--- config.mk ---
export PLATFORM = sky130hd
export DESIGN_NAME = mrsc_decoder_pipe_flat
export DESIGN_NICKNAME = d
export VERILOG_FILES = /design/src/rtl/mrsc_decoder_pipe_if.sv /design/src/rtl/mrsc_decoder_pipe.sv /design/src/flat_wrapper.sv
export SDC_FILE = /design/constraint.sdc
export NUM_CORES = 1
export LEC_CHECK = 0
export BUFFER_PORTS_ARGS = -buffer_cell sky130_fd_sc_hd__buf_2
export CAP_MARGIN = 40
export CORE_MARGIN = 8
export CORE_UTILIZATION = 40
export CTS_CLUSTER_SIZE = 14
export DETAILED_ROUTE_END_ITERATION = 10
export SYNTH_ARGS = -nofsm -noshare
export SYNTH_HDL_FRONTEND = slang
export SYNTH_SLANG_ARGS = --single-unit
--- constraint.sdc ---
create_clock -name clk -period 3.9 [get_ports clk]
set_input_delay 0.195 -clock clk [delete_from_list [all_inputs] [get_ports clk]]
set_output_delay 0.195 -clock clk [all_outputs]
set_load 0.01 [all_outputs]
--- src/rtl/mrsc_decoder_pipe_if.sv ---
// Stream bundle for the MRSC decoder: codeword input beat and corrected-data output beat.
// master = upstream producer / downstream consumer side, slave = the decoder.
interface mrsc_decoder_pipe_if #(
  parameter int unsigned LANES = 2
);
  logic                   in_valid;
  logic                   in_ready;
  logic [32*LANES-1:0]    in_word;
  logic                   out_valid;
  logic                   out_ready;
  logic [16*LANES-1:0]    decoded_word;
  logic [2*LANES-1:0]     error_code;

  modport master (
    output in_valid, in_word, out_ready,
    input  in_ready, out_valid, decoded_word, error_code
  );

  modport slave (
    input  in_valid, in_word, out_ready,
    output in_ready, out_valid, decoded_word, error_code
  );
endinterface

--- src/rtl/mrsc_decoder_pipe.sv ---
// Two-stage pipelined multi-lane MRSC decoder (16-bit data / 32-bit codeword).
// Define MRSC_ERR_CNT_EN to build the saturating per-region correction counters.
module mrsc_decoder_pipe #(
  parameter int unsigned LANES = 2,
  parameter int unsigned CNT_W = 16
) (
  input  logic               clk,
  input  logic               rst,
  mrsc_decoder_pipe_if.slave bus,
  input  logic               cnt_clr,
  output logic [CNT_W-1:0]   cnt_r1,
  output logic [CNT_W-1:0]   cnt_r2,
  output logic [CNT_W-1:0]   cnt_r3
);

  localparam int unsigned DATA_W = 16;
  localparam int unsigned CW_W   = 32;

  typedef struct packed {
    logic [DATA_W-1:0] data;
    logic [15:0]       syn;
    logic [2:0]        s12;
    logic [2:0]        s34;
  } stage1_t;

  // Check bits in codeword order {DI1,DI3,DI2,DI4, P1,P3,P2,P4, XA13..XD24}; nibble bit 1 is the MSB.
  function automatic logic [15:0] check_bits(input logic [15:0] d);
    logic [3:0] na, nb, nc, nd, p;
    logic       di1, di2, di3, di4;
    na  = d[15:12];
    nb  = d[11:8];
    nc  = d[7:4];
    nd  = d[3:0];
    di1 = na[3] ^ nb[2] ^ nc[3] ^ nd[2];
    di2 = na[2] ^ nb[3] ^ nc[2] ^ nd[3];
    di3 = na[1] ^ nb[0] ^ nc[1] ^ nd[0];
    di4 = na[0] ^ nb[1] ^ nc[0] ^ nd[1];
    p   = na ^ nb ^ nc ^ nd;
    return {di1, di3, di2, di4,
            p[3], p[1], p[2], p[0],
            na[3] ^ na[1], na[2] ^ na[0],
            nb[3] ^ nb[1], nb[2] ^ nb[0],
            nc[3] ^ nc[1], nc[2] ^ nc[0],
            nd[3] ^ nd[1], nd[2] ^ nd[0]};
  endfunction

  function automatic stage1_t stage1_calc(input logic [CW_W-1:0] w);
    stage1_t s;
    s.data = w[31:16];
    s.syn  = check_bits(w[31:16]) ^ w[15:0];
    s.s12  = 3'(s.syn[15]) + 3'(s.syn[13]) + 3'(s.syn[11]) + 3'(s.syn[9]);
    s.s34  = 3'(s.syn[14]) + 3'(s.syn[12]) + 3'(s.syn[10]) + 3'(s.syn[8]);
    return s;
  endfunction

  // Returns {code, corrected data} for one lane.
  function automatic logic [DATA_W+1:0] stage2_calc(input stage1_t s);
    logic              corr;
    logic [1:0]        code;
    logic [DATA_W-1:0] d;
    logic [3:0]        x13, x24, m;
    for (int v = 0; v < 4; v++) begin
      x13[v] = s.syn[7-2*v];
      x24[v] = s.syn[6-2*v];
    end
    corr = ((|s.syn[15:12]) & (|s.syn[11:8])) | ($countones(s.syn[7:0]) > 1);
    if (!corr)               code = 2'b00;
    else if (s.s12 > s.s34)  code = 2'b01;
    else if (s.s12 < s.s34)  code = 2'b10;
    else                     code = 2'b11;
    d = s.data;
    for (int v = 0; v < 4; v++) begin
      case (code)
        2'b01:   m = {x13[v], x24[v], 2'b00};
        2'b10:   m = {2'b00, x13[v], x24[v]};
        2'b11:   m = {1'b0, x24[v], x13[v], 1'b0};
        default: m = 4'b0000;
      endcase
      d[(15-4*v) -: 4] = d[(15-4*v) -: 4] ^ m;
    end
    return {code, d};
  endfunction

  logic                      en;
  logic                      s1_valid_q;
  stage1_t                   s1_d [LANES];
  stage1_t                   s1_q [LANES];
  logic                      out_valid_q;
  logic [DATA_W*LANES-1:0]   dec_d, dec_q;
  logic [2*LANES-1:0]        code_d, code_q;

  // Single advance enable for the whole pipe; only the output stage can stall it.
  assign en           = !out_valid_q | bus.out_ready;
  assign bus.in_ready = en;

  always_comb begin
    for (int k = 0; k < LANES; k++) begin
      s1_d[k] = stage1_calc(bus.in_word[CW_W*k +: CW_W]);
    end
  end

  always_ff @(posedge clk or posedge rst) begin
    if (rst) begin
      s1_valid_q <= 1'b0;
      for (int k = 0; k < LANES; k++) s1_q[k] <= '0;
    end else if (en) begin
      s1_valid_q <= bus.in_valid;
      if (bus.in_valid) begin
        for (int k = 0; k < LANES; k++) s1_q[k] <= s1_d[k];
      end
    end
  end

  always_comb begin
    dec_d  = '0;
    code_d = '0;
    for (int k = 0; k < LANES; k++) begin
      {code_d[2*k +: 2], dec_d[DATA_W*k +: DATA_W]} = stage2_calc(s1_q[k]);
    end
  end

  always_ff @(posedge clk or posedge rst) begin
    if (rst) begin
      out_valid_q <= 1'b0;
      dec_q       <= '0;
      code_q      <= '0;
    end else if (en) begin
      out_valid_q <= s1_valid_q;
      if (s1_valid_q) begin
        dec_q  <= dec_d;
        code_q <= code_d;
      end
    end
  end

  assign bus.out_valid    = out_valid_q;
  assign bus.decoded_word = dec_q;
  assign bus.error_code   = code_q;

`ifdef MRSC_ERR_CNT_EN
  localparam int unsigned LW    = $clog2(LANES + 1);
  localparam int unsigned SUM_W = CNT_W + LW;
  localparam logic [CNT_W-1:0] CNT_MAX = '1;

  function automatic logic [CNT_W-1:0] sat_add(input logic [CNT_W-1:0] c, input logic [LW-1:0] a);
    logic [SUM_W-1:0] s;
    s = SUM_W'(c) + SUM_W'(a);
    return (s > SUM_W'(CNT_MAX)) ? CNT_MAX : CNT_W'(s);
  endfunction

  logic [LW-1:0]    n_r1, n_r2, n_r3;
  logic             handshake;
  logic [CNT_W-1:0] cnt_r1_q, cnt_r2_q, cnt_r3_q;

  assign handshake = out_valid_q & bus.out_ready;

  // Lanes carrying each region code in the beat currently on the output.
  always_comb begin
    n_r1 = '0;
    n_r2 = '0;
    n_r3 = '0;
    for (int k = 0; k < LANES; k++) begin
      n_r1 = n_r1 + LW'(code_q[2*k +: 2] == 2'b01);
      n_r2 = n_r2 + LW'(code_q[2*k +: 2] == 2'b10);
      n_r3 = n_r3 + LW'(code_q[2*k +: 2] == 2'b11);
    end
  end

  always_ff @(posedge clk or posedge rst) begin
    if (rst) begin
      cnt_r1_q <= '0;
      cnt_r2_q <= '0;
      cnt_r3_q <= '0;
    end else if (cnt_clr) begin
      cnt_r1_q <= '0;
      cnt_r2_q <= '0;
      cnt_r3_q <= '0;
    end else if (handshake) begin
      cnt_r1_q <= sat_add(cnt_r1_q, n_r1);
      cnt_r2_q <= sat_add(cnt_r2_q, n_r2);
      cnt_r3_q <= sat_add(cnt_r3_q, n_r3);
    end
  end

  assign cnt_r1 = cnt_r1_q;
  assign cnt_r2 = cnt_r2_q;
  assign cnt_r3 = cnt_r3_q;
`else
  logic unused_cnt_clr;
  assign unused_cnt_clr = cnt_clr;
  assign cnt_r1 = '0;
  assign cnt_r2 = '0;
  assign cnt_r3 = '0;
`endif

endmodule

--- src/flat_wrapper.sv ---
// flat-port wrapper written by rule: the top's interface ports become plain ports
module mrsc_decoder_pipe_flat 
#(
  parameter int unsigned LANES = 2,
  parameter int unsigned CNT_W = 16
)
  (clk, rst, cnt_clr, cnt_r1, cnt_r2, cnt_r3, bus_in_valid, bus_in_word, bus_out_ready, bus_in_ready, bus_out_valid, bus_decoded_word, bus_error_code);
  mrsc_decoder_pipe_if #(.LANES(LANES)) bus_i ();
  input  logic clk;
  input  logic rst;
  input  logic cnt_clr;
  output logic [CNT_W-1:0] cnt_r1;
  output logic [CNT_W-1:0] cnt_r2;
  output logic [CNT_W-1:0] cnt_r3;
  input wire logic [$bits(bus_i.in_valid)-1:0] bus_in_valid;
  input wire logic [$bits(bus_i.in_word)-1:0] bus_in_word;
  input wire logic [$bits(bus_i.out_ready)-1:0] bus_out_ready;
  output wire logic [$bits(bus_i.in_ready)-1:0] bus_in_ready;
  output wire logic [$bits(bus_i.out_valid)-1:0] bus_out_valid;
  output wire logic [$bits(bus_i.decoded_word)-1:0] bus_decoded_word;
  output wire logic [$bits(bus_i.error_code)-1:0] bus_error_code;
  assign bus_i.in_valid = bus_in_valid;
  assign bus_i.in_word = bus_in_word;
  assign bus_i.out_ready = bus_out_ready;
  assign bus_in_ready = bus_i.in_ready;
  assign bus_out_valid = bus_i.out_valid;
  assign bus_decoded_word = bus_i.decoded_word;
  assign bus_error_code = bus_i.error_code;
  mrsc_decoder_pipe #(.LANES(LANES), .CNT_W(CNT_W)) u_core (.clk(clk), .rst(rst), .bus(bus_i), .cnt_clr(cnt_clr), .cnt_r1(cnt_r1), .cnt_r2(cnt_r2), .cnt_r3(cnt_r3));
endmodule
Word level (Yosys, flattened, before mapping):

Index checks and enable logic that the tools add are counted.
Widths: inputs -> output; s select.

* memories: 0
* memory bits (read-only): 0
* output and inout port bits: 86
* bits in registers: 114
* bits in latches: 0
* RAM bits: 0

* equal/unequal tests: 6
* shift operators: 0
* reduce and logical (&&, ||, !) cells: 7
* bitwise gates (word level): 61
* multiplexer cells: 14
* order comparisons: 6
* $mul: 0
* add/sub/neg operators: 26
* div/mod/pow operators: 0

Operators by type and width (number)
* $add 32x32->32: 6
* $pmux 4 s3: 8
* $gt 32x2->1 const B: 2
* $xor 4x4->4: 14
* $xor 1x1->1: 40
* $xor 16x16->16: 2
* $add 1x1->2: 12
* $add 3x1->3: 8
* $reduce_or 4->1: 4
* $eq 2x2->1 const B: 4
* $mux 2: 4
* $gt 3x3->1: 2
* $lt 3x3->1: 2
* $eq 2x1->1 const B: 2
* $reduce_and 2->1: 2
* $or 1x1->1: 3
* $and 1x1->1: 2
* $mux 1: 2
* $logic_not 1->1: 1

Depth between registers and ports, before layout:

* word-level depth: 9
* depth in mapped cells: 13
* mapped depth without buffers: 11

Worst setup path before layout:

Ideal clock, no wire load.

* path type: register to register
* start point: reg u_core.s1_q[12] (netlist name)
* end point: reg u_core.dec_q[17] (netlist: u_core.bus.decoded_word[17])
* arrival: 3.204 ns
* cell stages (with the launch flop): 11
* path slack: 0.614 ns
* setup time: 0.082 ns
* buffers on the path: 1
* cells stage by stage: dfrtp_1 -> ha_1 -> fa_1 -> fa_1 -> ha_1 -> inv_1 -> fa_1 -> o2111a_2 -> buf_6 -> or4_1 -> a31oi_1

* cells in the longest elaborated chain, start to end: 9

RTL lines
* $add 1x1->2 (not written as such) (*): RTL line mrsc_decoder_pipe.sv:66 `corr = ((|s.syn[15:12]) & (|s.syn[11:8])) | ($countones(s.syn[7:0]) > 1);`
* $add 32x32->32 (not written as such) (*) (2 in series): RTL line mrsc_decoder_pipe.sv:66
* $gt 32x2->1 (*): RTL line mrsc_decoder_pipe.sv:66
* $or 1x1->1 (*): RTL line mrsc_decoder_pipe.sv:66
* $mux 2 (*): RTL line mrsc_decoder_pipe.sv:67 `if (!corr) code = 2'b00;`
* $eq 2x2->1 / $eq 2x1->1 (equally long branches): RTL line mrsc_decoder_pipe.sv:73 `case (code)`
* $pmux 4 s3 (*): RTL line mrsc_decoder_pipe.sv:73
* $xor 4x4->4 (*): RTL line mrsc_decoder_pipe.sv:79 `d[(15-4*v) -: 4] = d[(15-4*v) -: 4] ^ m;`
* end signal: assignment: RTL line mrsc_decoder_pipe.sv:125 `dec_q <= '0;`
* end signal: assignment: RTL line mrsc_decoder_pipe.sv:130 `dec_q <= dec_d;`
* end: declaration: RTL line mrsc_decoder_pipe.sv:89 `logic [DATA_W*LANES-1:0] dec_d, dec_q;`

Every way passes the cells marked *; elsewhere a longest branch is shown, timed or not.
A chain may end at the register's enable or synchronous reset.

Worst setup path in the final report:

* start point: reg u_core.s1_q[51] (netlist name)
* end point: reg u_core.dec_q[5] (netlist: u_core.bus.decoded_word[5])

* cells in the longest elaborated chain, start to end: 9

RTL lines (RTL line)
* $add 1x1->2 (not written as such) (*): mrsc_decoder_pipe.sv:66
* $add 32x32->32 (not written as such) (*) (2 in series): mrsc_decoder_pipe.sv:66
* $gt 32x2->1 (*): mrsc_decoder_pipe.sv:66
* $or 1x1->1 (*): mrsc_decoder_pipe.sv:66
* $mux 2 (*): mrsc_decoder_pipe.sv:67
* $eq 2x2->1 / $eq 2x1->1 (equally long branches): mrsc_decoder_pipe.sv:73
* $pmux 4 s3 (*): mrsc_decoder_pipe.sv:73
* $xor 4x4->4 (*): mrsc_decoder_pipe.sv:79

Marked as above.

==> run_results.csv <==
group,metric,value,unit
critical_path,path_buf_inv,3,
timing,post-route-period-util,0.913,
die,num_rows,47,
global_route,gr-usage-all-layers,0.163,
yosys,muxShareOfSynthArea,0.100,
yosys,synthSimpleGateAreaFrac,0.101,
die,die-width,146,um
min_path,worstHoldPathCells,2,
clocking,cts_sinks,114,
critical_path,crit_path_start,"u_core.s1_q[51]$_DFFE_PP0P_",
global_route,grt_overflow,0,
pwr,p_seq_frac,0.329,
yosys,synth-edff-count,0,
layout,fin_util,0.476,
min_path,hold_path_class,"in -> reg",
yosys,ys.warnings.count,0,
die,initial_core_util,0.407,
critical_path,cpPeakStageDelay,0.51,ns
yosys,synth_compound_area_frac,0.0848,
yosys,yosys.area.top_type,"dfrtp_1",
routing,drt_pre_antenna_iters,4,
clocking,cts_root_buffer,"clkbuf_16",
critical_path,critPathRequiredTime,4.23,ns
flow_run,max-cap-violations,0,
critical_path,criticalPathCategory,"reg -> reg",
timing,finalHoldViolations,0,
layout,finish.net_count,835,
critical_path,r2r_cells,11,
clocking,h-tree-depth,4,
pwr,cellInternalPower,3510,uW
global_route,grt_max_degree,58,
pwr,p_sw_frac,0.379,
timing,timing.setup.tns,0,ns
yosys,synth_cells,624,
clocking,cts_made_buffers,17,
min_path,min_to,"u_core.s1_q[67]$_DFFE_PP0P_",
yosys,synthFlopType,"dfrtp_1",
yosys,synth_xor_area_frac,0.104,
routing,via_per_inst,5.00,
timing,slew_headroom,0.477,
die,core,0.0165,mm2
routing,ant_nets,0,
status,status,"completed",
clocking,cts_tree,"done",
yosys,synthTopCellsByArea,"dfrtp_1 42%, mux2_2 10%, xnor2_1 8.3%",
global_route,grt_pass1_wl,27.7,mm
pwr,vdd_ir_drop_max,0.340,mV
global_route,grt_pass1_vias,5202,
critical_path,reg2reg_from,"u_core.s1_q[51]$_DFFE_PP0P_",
timing,fin_skew,0.00691,ns
clocking,clk_pin_slew,0.05,ns
critical_path,crit_chain,"ha_1 -> inv_1 -> fa_1 -> inv_1 -> fa_1 -> ha_1 -> inv_1 -> fa_1 -> o2111a_2 -> or4_1 -> a31oi_1",
critical_path,rrSetupSlack,0.34,ns
pwr,pwr-share-clk,0.273,
global_route,antenna_found_initial,0,
die,dieArea,0.0212,mm2
clocking,cts_buffer_depth,2,
critical_path,cp_top_family,"adder cells",
critical_path,r2r-end,"u_core.bus.decoded_word[5]$_DFFE_PP0P_",
timing,timing.fmax,281,MHz
pwr,p_comb_frac,0.399,
yosys,synth-seq-cells,114,
pwr,p_leak,0.00355,uW
timing,drv_slew,0,
die,die_y,146,um
yosys,avgSynthCellArea,10.8,um2
timing,finalSetupViolations,0,
yosys,synth_top_family_by_area,"XOR/XNOR gates",
yosys,ys_async_sr_fraction,1.00,
layout,drive_above_1_share,0.288,
yosys,yosys-top-cells-count,"114 x dfrtp_1, 64 x xnor2_1, 60 x mux2_2, 52 x buf_4, 42 x inv_1",
timing,holdWs,0.0707,ns
yosys,yosys.cell_types.count,33,
pwr,p_switching,2140,uW
placement,port_buffers,105,
clocking,post_cts_resized,0,
routing,detail_route.wl_per_cell,17.3,um
placement,post-dp-hpwl,12.9,mm
yosys,synth_top_area_share,0.424,
clocking,clk_latency,0.41,ns
critical_path,cp_slowest_cell,"or4_1",
critical_path,cp-end-kind,"flop",
yosys,seq_area_frac_synth,0.424,
routing,num_vias,4804,
critical_path,start_kind,"flop",
min_path,hold_path.startpoint,"bus_in_word[23]",
yosys,synth_most_common_cell,"dfrtp_1",
timing,rsz0062_at_grt,"false",
layout,syn2layout_area_growth,16.9,%
routing,drc,0,
yosys,netlist_area,0.00673,mm2
critical_path,cp.arrival,3.89,ns
timing,final.min_clock_period,3.56,ns
layout,antenna_cells,0,
placement,place.gp.congestion,0.818,
critical_path,cp_max_fo,26,
timing,worst_pin_slew,0.782,ns
routing,drt_iter0_drc,378,
yosys,synth_fa_ha_area_frac,0.0840,
routing,routed_wl,16.6,mm
die,pin_count,155,
pwr,cellPowerDensity,717,mW/mm2
cell families after synthesis:
family                   after synthesis
AND/OR/NAND/NOR                      133
buffers and inverters                119
flip-flops                           114
XOR/XNOR                              80
AO/OA/AOI/OAI                         79
multiplexers                          60
adder cells (fa/ha/maj)               38
other                                  1
repair_timing:
item | CTS | global route
setup buffers | 0 | 0
hold endpoints to repair | 15 | 0
hold buffers | 1 | 0
cell type report:
class / instances / area, um2
Multi-Input combinational cell: 438 / 3380
Sequential cell: 114 / 2850
Tap cell: 220 / 275
Inverter: 43 / 164
Clock inverter: 11 / 138
Fill cell: 1540 / 8660
Clock buffer: 20 / 447
Timing Repair Buffer: 114 / 608
worst max-delay path by stage:
| stage | endpoint | cells past startpoint |
|---|---|---|
| floorplan | u_core.bus.decoded_word[17]$_DFFE_PP0P_ | 10 |
| finish | u_core.bus.decoded_word[5]$_DFFE_PP0P_ | 11 |
| global route | u_core.bus.decoded_word[5]$_DFFE_PP0P_ | 11 |
| global placement | u_core.bus.decoded_word[29]$_DFFE_PP0P_ | 11 |
| CTS | u_core.bus.decoded_word[5]$_DFFE_PP0P_ | 11 |
| detailed placement | u_core.bus.decoded_word[5]$_DFFE_PP0P_ | 11 |
power by group through the flow:
stage,logic [uW],registers [uW],clock network [uW]
6_report,2250,1860,1540
5_1_grt,2530,1910,1620
4_1_cts,2260,1860,1570
3_5_place_dp,2250,1870,0
3_3_place_gp,2160,1850,0
2_1_floorplan,1520,1880,0
routing by layer:
| layer | vias up | global-route usage | part of all wire |
|---|---|---|---|
| met5 | - | 0 | 0 |
| met4 | 0 | 0.0567 | 0.014 |
| met3 | 21 | 0.0541 | 0.069 |
| met2 | 167 | 0.250 | 0.46 |
| met1 | 2310 | 0.211 | 0.46 |
| li1 | 2306 | - | - |
state kept, by name, indices dropped and copies added, names as in the netlist:
name                     flops
u_core.s1_valid_q            1
u_core.s1_q                 76
u_core.bus.decoded_word     32
u_core.bus.error_code        4
u_core.bus.out_valid         1
layout by cell type (no fill, tap or decap), types with 17 or more instances in the layout:
| master | count |
|---|---|
| buf_2 | 105 |
| o31ai_1 | 20 |
| inv_1 | 41 |
| nand2_1 | 40 |
| clkbuf_16 | 17 |
| conb_1 | 48 |
| o21ai_0 | 17 |
| mux2_2 | 60 |
| nand3_1 | 18 |
| dfrtp_1 | 114 |
| ha_1 | 26 |
| xnor2_1 | 64 |
per-stage QoR:
| stage | total power (uW) | worst slack (ns) | instances | area [um2] |
|---|---|---|---|---|
| 2_1_floorplan | 3400 | 0.614 | 671 | 6910 |
| 4_1_cts | 5690 | 0.357 | 960 | 7870 |
| 3_5_place_dp | 4130 | 0.373 | 928 | 7270 |
| 6_report | 5640 | 0.339 | 960 | 7870 |
| 3_3_place_gp | 4010 | 0.499 | 927 | 7250 |
| 5_1_grt | 6060 | 0.169 | 960 | 7870 |
worst register-to-register path: cells and delay by family (launching register included):
family / cells / cell delay, ns
DFF: 1 / 0.43
AOI/OAI and AO/OA: 2 / 0.48
and+or+nand+nor: 1 / 0.52
buffers and inverters: 3 / 0.23
adders and majority gates: 5 / 1.84
Power figures use the tool's default switching activity.
